## src/rtl/morse_code_transmitter.sv

```systemverilog
// Serialises one Morse letter (dot/dash pattern plus symbol count) into timed
// LED pulses; one Morse unit lasts TICKS_PER_UNIT clock cycles.
module morse_code_transmitter #(
  parameter int TICKS_PER_UNIT = 25000000,
  parameter int CNT_W          = 25
) (
  input  logic       CLOCK_50,
  input  logic       resetn,
  input  logic       start,
  input  logic [3:0] letter,
  input  logic [2:0] length,
  output logic       led,
  output logic       busy,
  output logic       done
);

  typedef enum logic [1:0] {
    IDLE  = 2'd0,
    MARK  = 2'd1,
    SPACE = 2'd2
  } state_t;

  localparam logic [CNT_W-1:0] TICK_LAST = CNT_W'(TICKS_PER_UNIT - 1);
  localparam logic [CNT_W-1:0] TICK_ZERO = CNT_W'(0);
  localparam logic [CNT_W-1:0] TICK_ONE  = CNT_W'(1);

  state_t           state_r, state_s;
  logic [3:0]       sym_sr_r, sym_sr_s;
  logic [2:0]       rem_r, rem_s;
  logic [1:0]       units_r, units_s;
  logic [CNT_W-1:0] tick_r, tick_s;
  logic             led_r, led_s;
  logic             busy_r, busy_s;
  logic             done_r, done_s;

  // State, datapath and output registers.
  always_ff @(posedge CLOCK_50 or negedge resetn) begin
    if (!resetn) begin
      state_r  <= IDLE;
      sym_sr_r <= 4'd0;
      rem_r    <= 3'd0;
      units_r  <= 2'd0;
      tick_r   <= TICK_ZERO;
      led_r    <= 1'b0;
      busy_r   <= 1'b0;
      done_r   <= 1'b0;
    end else begin
      state_r  <= state_s;
      sym_sr_r <= sym_sr_s;
      rem_r    <= rem_s;
      units_r  <= units_s;
      tick_r   <= tick_s;
      led_r    <= led_s;
      busy_r   <= busy_s;
      done_r   <= done_s;
    end
  end

  // Next-state and next-output logic; outputs are decoded from the next state
  // so the registered copies line up with the state register.
  always_comb begin
    state_s  = state_r;
    sym_sr_s = sym_sr_r;
    rem_s    = rem_r;
    units_s  = units_r;
    tick_s   = tick_r;
    done_s   = 1'b0;
    case (state_r)
      IDLE: begin
        tick_s = TICK_ZERO;
        if (start) begin
          if (length == 3'd0) begin
            done_s = 1'b1;
          end else begin
            sym_sr_s = letter;
            rem_s    = (length > 3'd4) ? 3'd4 : length;
            units_s  = letter[0] ? 2'd3 : 2'd1;
            state_s  = MARK;
          end
        end else begin
          done_s = 1'b0;
        end
      end
      MARK: begin
        if (tick_r == TICK_LAST) begin
          tick_s = TICK_ZERO;
          if (units_r == 2'd1) begin
            if (rem_r > 3'd1) begin
              sym_sr_s = {1'b0, sym_sr_r[3:1]};
              rem_s    = rem_r - 3'd1;
              state_s  = SPACE;
            end else begin
              state_s = IDLE;
              done_s  = 1'b1;
            end
          end else begin
            units_s = units_r - 2'd1;
          end
        end else begin
          tick_s = tick_r + TICK_ONE;
        end
      end
      SPACE: begin
        if (tick_r == TICK_LAST) begin
          tick_s  = TICK_ZERO;
          units_s = sym_sr_r[0] ? 2'd3 : 2'd1;
          state_s = MARK;
        end else begin
          tick_s = tick_r + TICK_ONE;
        end
      end
      default: begin
        state_s = IDLE;
      end
    endcase
    led_s  = (state_s == MARK);
    busy_s = (state_s != IDLE);
  end

  assign led  = led_r;
  assign busy = busy_r;
  assign done = done_r;

endmodule

```

## config.mk

```make
export PLATFORM = sky130hd
export DESIGN_NAME = morse_code_transmitter
export DESIGN_NICKNAME = d
export VERILOG_FILES = /design/src/rtl/morse_code_transmitter.sv
export SDC_FILE = /design/constraint.sdc
export NUM_CORES = 1
export LEC_CHECK = 0
export BUFFER_PORTS_ARGS = -buffer_cell sky130_fd_sc_hd__buf_2
export CAP_MARGIN = 5
export CORE_ASPECT_RATIO = 0.8
export CORE_UTILIZATION = 60
export DETAILED_ROUTE_END_ITERATION = 7
export PLACE_DENSITY_LB_ADDON = 0.25
export SETUP_SLACK_MARGIN = 0.15
export SLEW_MARGIN = 20
export SYNTH_ARGS = -nofsm -noshare
export SYNTH_HDL_FRONTEND = slang
export SYNTH_SLANG_ARGS = --single-unit
```

## constraint.sdc

```tcl
create_clock -name CLOCK_50 -period 2.8 [get_ports CLOCK_50]
set_clock_uncertainty 0.1 [all_clocks]
set_input_delay 0.14 -clock CLOCK_50 [delete_from_list [all_inputs] [get_ports CLOCK_50]]
set_output_delay 0.14 -clock CLOCK_50 [all_outputs]
set_load 0.02 [all_outputs]
```

==> results of run 1 <==
## logic make-up after synthesis
logic type	synth area share, %
mux	0.858
xor+xnor	6.38
simple gates	26.9
fa+ha+maj	4.29
buf+inv	3.91
compound gates	15.8
flops	41.8
## cell usage in the layout, fill, tap and decap left out, types with 3 or more instances in the layout
master      n
ha_1        8
a21o_1      3
nor2_1     26
nand4_2     4
o221a_2     4
o21ai_0     8
dfrtp_1    39
clkinv_2    3
buf_2      12
buf_4       3
nand3_1    14
nor3_1      9
xnor2_1    10
nand2b_1    5
and4_1      4
or3_1       4
a2bb2oi_1   3
nand2_1    21
xor2_1      7
inv_1      14
clkbuf_8    5
a21oi_1     4
nor3b_1     3
## routing by layer
metal	GRT usage (%)	share of wire [%]
met1	40.5	54
met4	6.44	0.60
met3	5.22	4.4
met2	34.4	41
met5	0	0
## registers in the layout (all words and copies together), names as in the netlist
name      cells
tick_r       25
sym_sr_r      4
rem_r         3
state_r       2
units_r       2
busy          1
done          1
led           1
## layout make-up
class	count	area (um2)
multi-input cells	181	1270
fillers	267	1040
flip-flops and latches	39	976
repair buffers	16	92.6
clock buffers	5	68.8
inverters	14	52.6
well taps	42	52.6
clock inverters	3	15.0
## worst max path at each step
stage | startpoint | slack [ns] | to | cells after the start
floorplan | tick_r[0]$_DFFE_PN0P_ | 0.89 | tick_r[24]$_DFFE_PN0P_ | 7
global placement | state_r[1]$_DFF_PN0_ | 0.54 | rem_r[1]$_DFFE_PN0P_ | 7
detailed placement | state_r[1]$_DFF_PN0_ | 0.45 | sym_sr_r[0]$_DFFE_PN0P_ | 7
CTS | state_r[1]$_DFF_PN0_ | 0.43 | rem_r[1]$_DFFE_PN0P_ | 7
global route | state_r[1]$_DFF_PN0_ | 0.16 | sym_sr_r[0]$_DFFE_PN0P_ | 7
finish | state_r[1]$_DFF_PN0_ | 0.39 | rem_r[1]$_DFFE_PN0P_ | 7
## power by group through the flow
stage	registers, mW	logic, mW	clock network [mW]
4_1_cts	0.572	0.0390	0.370
5_1_grt	0.573	0.0445	0.391
6_report	0.572	0.0385	0.362
3_5_place_dp	0.583	0.0379	0
3_3_place_gp	0.583	0.0382	0
2_1_floorplan	0.582	0.0154	0
## worst max-delay path, stage by stage (launching register included)
cell	delay [ns]
dfrtp_1	0.42
inv_1	0.11
ha_1	0.41
inv_1	0.17
nor4_2	0.46
nand3_1	0.26
nand2b_1	0.21
o221a_2	0.21
==> summary.txt, run 1 <==
Outcome
  • Outcome: finished clean

Die
  • Ports: 13
  • Die Area: 4140 um2
  • Chip height: 57.8 um
  • Core Rows: 19
  • Die X: 71.7 um
  • Core ar.: 3570 um2
  • Initial Util: 65.4%

Critical path
  • Critical path required time: 2.93 ns
  • Crit path DAT: 2.54 ns
  • Startpoint Class: flip-flop
  • Critical path type: reg2reg
  • Launch point of the worst reg-to-reg path: state_r[1]$_DFF_PN0_
  • Reg2Reg Capture Point: rem_r[1]$_DFFE_PN0P_
  • Worst reg2reg setup slack: 0.39 ns
  • CP Max Fanout: 13
  • R2R depth: 7
  • Crit. End Element: flip-flop

STA
  • Hold Slack: 0.0579 ns
  • RSZ-0062 raised after global routing: no
  • Final min period: 2.41 ns
  • Max frequency: 415 MHz
  • Max Slew Vio Count: 0
  • Setup-failing EPs final: 0
  • Setup TNS: 0 ns
  • Relative slew slack: 44.5%
  • Worst Max-Slew Pin Slew: 0.832 ns
  • Hold Fails Final Rpt: 0
  • Final worst slack: 0.391 ns
  • Fin crit share: 86.0%

Placed design
  • Area after DPL: 2430 um2
  • I/O Buffers: 12
  • Detail Placement HPWL: 3310 um
  • Dpl cells: 291
  • GP Congestion: 0.874
  • Dpl ws: 0.448 ns

Clock tree
  • CTS tree: yes
  • Post-CTS setup buffer count: 0
  • Resized cells post-CTS: 0
  • Worst-Skew Late Latency: 0.29 ns
  • H-tree depth: 2
  • Clock transition at path regs: 0.07 ns
  • Clock sinks: 39
  • CTS Buf Count: 5
  • CTS Root Cell: clkbuf_8
  • Cts hold-fix bufs: 1
  • CTS Buffer Depth: 2

Synth
  • Yosys Warn Count: 0
  • Post-synth top area share: 41.8%
  • Ys async rst share: 100%
  • Yosys cell types: 57
  • Mapped Area: 2330 um2
  • Leading post-synthesis cells by cell area: dfrtp_1, ha_1, nor2_1, xnor2_1, nand2_1
  • Top FF cell, synth: dfrtp_1
  • Most common cell in the synthesized netlist: dfrtp_1
  • Avg Synthesized Cell Area: 9.68 um2
  • Synth area leader: dfrtp_1
  • Number of synthesized flops with an enable pin: 0
  • Seq cells post-synth: 39
  • Post-Syn Instances: 241
  • Register area share after synthesis: 41.8%
  • Commonest cells in the netlist: dfrtp_1, nor2_1, nand2_1
  • Net Count, Synth: 259

Pwr
  • Sw frac: 22.5%
  • Pwr per Cell Area: 385 nW/um2
  • Max IR drop VDD: 0.252 mV
  • Final Power: 973 uW
  • Cell Int Power: 754 uW
  • Switch Pwr: 219 uW
  • Flop pwr share: 58.8%
  • Gate power share: 4.0%
  • Pleak: 1.15 nW
  • Clk pwr share: 37.2%

Run
  • Max-cap violations: 0

GRT
  • Overall global routing resource usage: 25.2%
  • Vias in the first global route: 1,644
  • First-pass GRT wire length: 8000 um
  • Pin count of the biggest net entering global routing: 40
  • Initial antenna violation count: 0
  • Gr ovfl total: 0

Drt
  • Vias/cell: 5.95
  • WL/cell: 15.1 um
  • Starting DRC count in detailed routing: 177
  • DRC errors left: 0
  • Post-DRT Antenna Nets: 0
  • Final wirelength: 4520 um
  • DR vias: 1,784
  • Pre-Repair DR Iteration Count: 5

Min path
  • Hold path startpoint: start
  • Min-Delay Path Class: in2reg
  • Hold depth: 3
  • Worst Hold End: done$_DFF_PN0_

Finish
  • Post-route cell area: 2520 um2
  • Util after Layout: 70.8%
  • Layout Nets: 275
  • Final std cells w/o fill: 300
  • Layout cells sized above 1: 17.4%
  • Area growth, synth to finish: 8.15%
  • Ant. Diodes: 0
No activity file was read; power rests on OpenSTA's default activity.
==> run 2: changes to the inputs <==
--- a/config.mk
+++ b/config.mk
@@ -10,3 +10,3 @@
 export CORE_ASPECT_RATIO = 0.8
-export CORE_UTILIZATION = 60
+export CORE_UTILIZATION = 55
 export DETAILED_ROUTE_END_ITERATION = 7
==> constraint.sdc (replaced) <==
create_clock -name CLOCK_50 -period 2.15 [get_ports CLOCK_50]
set_clock_uncertainty 0.1 [all_clocks]
set_input_delay 0.43 -clock CLOCK_50 [delete_from_list [all_inputs] [get_ports CLOCK_50]]
set_output_delay 0.43 -clock CLOCK_50 [all_outputs]
set_load 0.02 [all_outputs]
==> run 2 against run 1 <==
  * Highest routed layer unchanged
  * Global-route usage grew 0.090 points
  * Largest power group unchanged
  * Core utilization is essentially flat
  * Die area grew 8.8%
==> summary.txt, run 2 (synthesis results as in run 1) <==
Placed design
  • Detail Placement HPWL: 3570 um (+8.0%)
  • I/O Buffers: 12 (unchanged)
  • Area after DPL: 2570 um2 (+5.8%)
  • GP Congestion: 0.899 (+2.9%)

Drt
  • WL/cell: 15.4 um (+2.3%)
  • Final wirelength: 5070 um (+12%)
  • Starting DRC count in detailed routing: 120 (-32%)
  • Vias/cell: 5.65 (-4.9%)
  • DR vias: 1,860 (+4.3%)
  • DRC errors left: 0 (unchanged)
  • Post-DRT Antenna Nets: 0 (unchanged)
  • Pre-Repair DR Iteration Count: 5 (unchanged)

Clock tree
  • CTS Buf Count: 5 (unchanged)
  • CTS Buffer Depth: 2 (unchanged)
  • H-tree depth: 2 (unchanged)
  • Worst-Skew Late Latency: 0.29 ns (about the same)
  • CTS Root Cell: clkbuf_8
  • Clock sinks: 39 (unchanged)
  • Clock transition at path regs: 0.07 ns (about the same)
  • CTS tree: yes

Finish
  • Top flop regs: tick_r: 25 flops, sym_sr_r: 4 flops, rem_r: 3 flops
  • Commonest non-fill, non-tap cell in the layout: dfrtp_1
  • Util after Layout: 70.8% (about the same)
  • Layout Nets: 291 (+5.8%)
  • Layout cells sized above 1: 27.4% (+9.9 points)
  • Most frequent cells in the layout: dfrtp_1, nor2_1, nand2_1
  • Max reg flops: 25 (unchanged)
  • Ant. Diodes: 0 (unchanged)
  • Largest Register: tick_r
  • Area growth, synth to finish: 19.2%
  • Post-route cell area: 2780 um2 (+10%)

GRT
  • First-pass GRT wire length: 8300 um (+3.8%)
  • Overall global routing resource usage: 25.3% (+0.090 points)
  • Vias in the first global route: 1,685 (+2.5%)
  • Pin count of the biggest net entering global routing: 40 (unchanged)
  • Initial antenna violation count: 0 (unchanged)
  • Gr ovfl total: 0 (unchanged)

Die
  • Ports: 13 (unchanged)
  • Die Area: 4510 um2 (+8.8%)
  • Die X: 74.8 um (+4.3%)
  • Initial Util: 59.4% (-6.0 points)
  • Core ar.: 3930 um2 (+10%)
  • Core Rows: 20 (+1)
  • Chip height: 60.3 um (+4.3%)

Outcome
  • Outcome: finished clean

Critical path
  • Crit. End Element: flip-flop
  • Critical path type: reg2reg
  • Startpoint Class: flip-flop
  • Crit path DAT: 1.99 ns (-0.55 ns)
  • CP Max Fanout: 8 (-5)
  • Critical path required time: 2.23 ns (-0.70 ns)
  • Worst reg2reg setup slack: 0.25 ns (-0.14 ns)

Run
  • Max-cap violations: 0 (unchanged)

Pwr
  • Pleak: 1.24 nW (+8.5%)
  • Pwr per Cell Area: 481 nW/um2 (+25%)
  • Max IR drop VDD: 0.371 mV (+47%)

STA
  • RSZ-0062 raised after global routing: no
  • Hold Fails Final Rpt: 0 (unchanged)
  • Fin crit share: 88.5% (+2.5 points)
  • Final min period: 1.90 ns (-0.506 ns)
  • Max Slew Vio Count: 0 (unchanged)
  • Relative slew slack: 68.4% (+24 points)
  • Worst Max-Slew Pin Slew: 0.474 ns (-0.358 ns)
  • Max frequency: 526 MHz (+27%)
  • Setup TNS: 0 ns (unchanged)
  • Hold Slack: 0.0696 ns (+0.0117 ns)
  • Setup-failing EPs final: 0 (unchanged)

Min path
  • Min-Delay Path Class: in2async
## run 2: through the flow
step	instances	power, mW	setup slack [ns]
after floorplan	241	0.778	0.244
after global placement	319	0.812	0.150
after detailed placement	319	0.812	0.0347
after CTS	327	1.35	0.150
after global routing	329	1.39	0.132
final	329	1.34	0.247
## run 2: power breakdown
part           internal, mW  switching (mW)  total [mW]  leakage (nW)
clock network         0.293           0.248       0.540        0.0515
logic                0.0222          0.0313      0.0534         0.702
registers             0.740         0.00591       0.746         0.490
total                  1.05           0.285        1.34          1.24
## run 2: per-layer routing
metal	routed length, um	up-vias	share of wire, %	GRT usage [%]
met1	2710	869	53	40.2
met2	2020	54	40	32.2
met4	61	0	1.2	8.36
li1	-	929	-	-
met3	275	8	5.4	6.58
met5	0	-	0	0
## run 2: worst paths after layout
kind,startpoint,to,cells after the start
worst min register to register,rem_r[2]$_DFFE_PN0P_,rem_r[2]$_DFFE_PN0P_,2
min in group CLOCK_50,start,done$_DFF_PN0_,3
max in group asynchronous,resetn,tick_r[0]$_DFFE_PN0P_,2
worst min-delay path,resetn,tick_r[22]$_DFFE_PN0P_,2
worst max-delay path,state_r[1]$_DFF_PN0_,sym_sr_r[2]$_DFFE_PN0P_,7
worst max register to register,state_r[1]$_DFF_PN0_,sym_sr_r[2]$_DFFE_PN0P_,7
## run 2: worst max-delay path: stages, from the launching register on
cell      delay, ns
dfrtp_1        0.43
inv_1          0.13
ha_2           0.29
inv_1          0.12
nor3_1         0.34
buf_4          0.19
nand2b_1       0.06
o221a_2        0.12
## run 2: layout make-up
class / instances / area (um2)
multi-input combinational: 181 / 1360
fill: 298 / 1150
clock buffer: 8 / 100
inverter: 14 / 52.6
timing repair buffer: 32 / 223
tap: 55 / 68.8
sequential: 39 / 978
## run 2: what timing repair did
action | CTS | global route
pin swaps | 0 | 3
gates cloned | 0 | 0
resized for setup | 3 | 15
hold buffers | 0 | 0
setup endpoints to repair | 8 | 31
setup buffers | 0 | 2
==> run 3: changes to the inputs <==
ABC_AREA = 1   (was not set)
CTS_CLUSTER_SIZE = 14   (was not set)
==> run 3 against run 2 <==
  * Via count increased by 10%
  * Sequential power rose by 28%
  * Core utilization shrank 7.2 points
  * Clock-buffer cell count unchanged
  * Area after synthesis rose by 5.6%
  * Worst hold slack better by 0.0099 ns
  * Sequential share of layout area rose by 1.1 points
  * Critical path type unchanged
  * Critical endpoint is now tick_r[19]$_DFFE_PN0P_
==> summary.txt, run 3 <==
Outcome
  • Outcome: finished clean

Finish
  • Area growth, synth to finish: 9.19%
  • Post-route cell area: 2690 um2 (-3.2%)
  • Layout cells sized above 1: 17.6% (-9.8 points)
  • Layout Nets: 352 (+21%)
  • Commonest non-fill, non-tap cell in the layout: nand2_1
  • Top flop regs: tick_r: 25 flops, sym_sr_r: 4 flops, rem_r: 3 flops
  • FILL cells: 364 (+22%)
  • Final std cells w/o fill: 392 (+19%)
  • Largest Register: tick_r
  • Most frequent cells in the layout: nand2_1, nor2_1, inv_1, dfrtp_1, nand3_1
  • Util after Layout: 63.6% (-7.2 points)
  • Ant. Diodes: 0 (unchanged)
  • Max reg flops: 25 (unchanged)

Clock tree
  • Clock sinks: 39 (unchanged)
  • Clock transition at path regs: 0.07 ns (about the same)
  • Cts hold-fix bufs: 0 (unchanged)
  • CTS Buf Count: 5 (unchanged)
  • CTS tree: yes
  • CTS Root Cell: clkbuf_8
  • H-tree depth: 2 (unchanged)
  • Worst-Skew Late Latency: 0.30 ns (about the same)
  • Resized cells post-CTS: 0 (-3)
  • CTS Buffer Depth: 2 (unchanged)
  • Post-CTS setup buffer count: 0 (unchanged)

Synth
  • Post-synth top area share: 39.6% (-2.2 points)
  • Avg Synthesized Cell Area: 7.82 um2 (-19%)
  • Top FF cell, synth: dfrtp_1
  • Mapped Area: 2460 um2 (+5.6%)
  • Number of synthesized flops with an enable pin: 0 (unchanged)
  • Post-synthesis compound-gate area fraction: 7.82% (-8.0 points)
  • Commonest cells in the netlist: nand2_1, nor2_1, dfrtp_1, inv_1, nand3_1
  • Ys async rst share: 100% (unchanged)
  • Synth area leader: dfrtp_1
  • Adder-Cell Fraction of Synth Area: 4.06% (-0.23 points)
  • Mux share of post-synthesis cell area: 1.62% (+0.77 points)
  • Yosys cell types: 33 (-42%)
  • Net Count, Synth: 333 (+29%)
  • Post-Syn Instances: 315 (+31%)
  • Simple-gate area share of the yosys netlist: 34.3% (+7.3 points)
  • Register area share after synthesis: 39.6% (-2.2 points)
  • Leading post-synthesis cells by cell area: dfrtp_1, nand2_1, nor2_1, inv_1, nand3_1
  • Yosys Warn Count: 0 (unchanged)
  • Main combinational cell family by area after synthesis: simple AND/OR/NAND/NOR gates
  • XOR/XNOR Fraction of Synth Area: 4.62% (-1.8 points)
  • Seq cells post-synth: 39 (unchanged)
  • Most common cell in the synthesized netlist: nand2_1

Critical path
  • CP Max Fanout: 6 (-2)
  • Critical path required time: 2.24 ns (about the same)
  • Critical path type: reg2reg
  • Crit path DAT: 1.94 ns (-0.05 ns)
  • Startpoint Class: flip-flop
  • Crit. End Element: flip-flop

Die
  • Core ar.: 4230 um2 (+7.7%)
  • Ports: 13 (unchanged)
  • Chip height: 61.9 um (+2.7%)
  • Initial Util: 58.3% (-1.1 points)
  • Die Area: 4750 um2 (+5.5%)
  • Die X: 76.8 um (+2.7%)
  • Core Rows: 21 (+5.0%)

Placed design
  • Detail Placement HPWL: 3890 um (+8.9%)
  • Area after DPL: 2590 um2 (+0.68%)
  • GP Congestion: 0.877 (-2.5%)
  • Dpl cells: 384 (+20%)
  • I/O Buffers: 12 (unchanged)
  • Dpl ws: 0.218 ns (+0.183 ns)

STA
  • Max Slew Vio Count: 0 (unchanged)
  • Setup-failing EPs final: 0 (unchanged)
  • RSZ-0062 raised after global routing: no
  • Setup TNS: 0 ns (unchanged)
  • Hold Slack: 0.0795 ns (+0.00992 ns)
  • Final min period: 1.85 ns (-0.0505 ns)
  • Relative slew slack: 67.3% (-1.1 points)
  • Worst Max-Slew Pin Slew: 0.491 ns (+0.0167 ns)
  • Final worst slack: 0.298 ns (+0.0505 ns)
  • Fin crit share: 86.1% (-2.4 points)
  • Hold Fails Final Rpt: 0 (unchanged)
  • Max frequency: 540 MHz (+2.7%)

Drt
  • WL/cell: 13.3 um (-14%)
  • Vias/cell: 5.22 (-7.7%)
  • DRC errors left: 0 (unchanged)
  • Final wirelength: 5210 um (+2.9%)
  • Pre-Repair DR Iteration Count: 4 (-1)
  • DR vias: 2,046 (+10%)
  • Starting DRC count in detailed routing: 211 (+76%)
  • Post-DRT Antenna Nets: 0 (unchanged)

GRT
  • Pin count of the biggest net entering global routing: 40 (unchanged)
  • Overall global routing resource usage: 25.9% (+0.64 points)
  • First-pass GRT wire length: 9230 um (+11%)
  • Initial antenna violation count: 0 (unchanged)
  • Gr ovfl total: 0 (unchanged)
  • Vias in the first global route: 1,925 (+14%)

Pwr
  • Flop pwr share: 38.2% (-18 points)
  • Final Power: 2.51 mW (+87%)
  • Switch Pwr: 985 uW (+250%)
  • Gate power share: 40.0% (+36 points)
  • Pwr per Cell Area: 931 nW/um2 (+93%)
  • Cell Int Power: 1.52 mW (+44%)
  • Clk pwr share: 21.8% (-18 points)
  • Sw frac: 39.3% (+18 points)
  • Pleak: 1.28 nW (+2.7%)
  • Max IR drop VDD: 0.628 mV (+69%)

Run
  • Max-cap violations: 0 (unchanged)

Min path
  • Min-Delay Path Class: in2async
-- run 3: cell types whose count changed after synthesis, sizes merged, moves of 4 or more --
cell and delta:
nor2 +33, nand2b -5, xnor2 -7, nor3 -4, a21o -4, nand3 +13, and4 -4, o21ai +11
o221a -4, nand2 +50, inv +28, nor4 -4, or3 -5
-- run 3: cells by family (layout without fill, tap and decap cells) --
group           count (synthesis)  in the layout
xor+xnor                       13             13
buf+inv                        46             66
fa+ha+maj                       8              8
simple gates                  175            175
flops                          39             39
mux                             4              4
compound gates                 30             30
-- run 3: path summary, 6_finish.rpt --
| kind | cells past startpoint | to | slack, ns | startpoint |
|---|---|---|---|---|
| max | 9 | tick_r[19]$_DFFE_PN0P_ | 0.30 | state_r[0]$_DFF_PN0_ |
| min | 2 | busy$_DFF_PN0_ | 0.08 | resetn |
| max reg2reg | 9 | tick_r[19]$_DFFE_PN0P_ | 0.30 | state_r[0]$_DFF_PN0_ |
| min reg2reg | 2 | sym_sr_r[1]$_DFFE_PN0P_ | 0.39 | sym_sr_r[1]$_DFFE_PN0P_ |
| max in group asynchronous | 2 | tick_r[10]$_DFFE_PN0P_ | 1.53 | resetn |
| min in group CLOCK_50 | 3 | done$_DFF_PN0_ | 0.30 | start |
-- run 3: layer usage --
layer / track usage, % / up-vias / wire length, um
met5: 0 / - / 0
met4: 8.24 / 0 / 83
met3: 7.74 / 8 / 390
met2: 39.4 / 64 / 2180
met1: 36.0 / 933 / 2560
li1: - / 1041 / -
-- run 3: final cells by class --
type                            count  area, um2  share of cell area, %
Tap cell                           57       71.3                   2.65
Multi-Input combinational cell    230       1290                   48.1
Timing Repair Buffer               16       90.1                   3.35
Clock buffer                        8        100                   3.72
Inverter                           42        160                   5.95
Sequential cell                    39        976                   36.3
-- run 3: worst max-delay path: stages, from the launching register on --
cell	delay, ns
dfrtp_1	0.41
ha_1	0.31
inv_2	0.09
nand2_1	0.15
nor2_2	0.19
nand2_1	0.10
nor2_1	0.19
nand3_1	0.10
nand2_1	0.07
a21oi_1	0.04
-- run 3: power groups by stage --
stage / registers, mW / clock network (mW) / logic (mW)
after floorplan: 0.975 / 0 / 0.797
after global placement: 0.967 / 0 / 0.962
after detailed placement: 0.970 / 0 / 0.990
after CTS: 0.956 / 0.570 / 0.998
after global routing: 0.974 / 0.598 / 1.14
final: 0.956 / 0.547 / 1.00
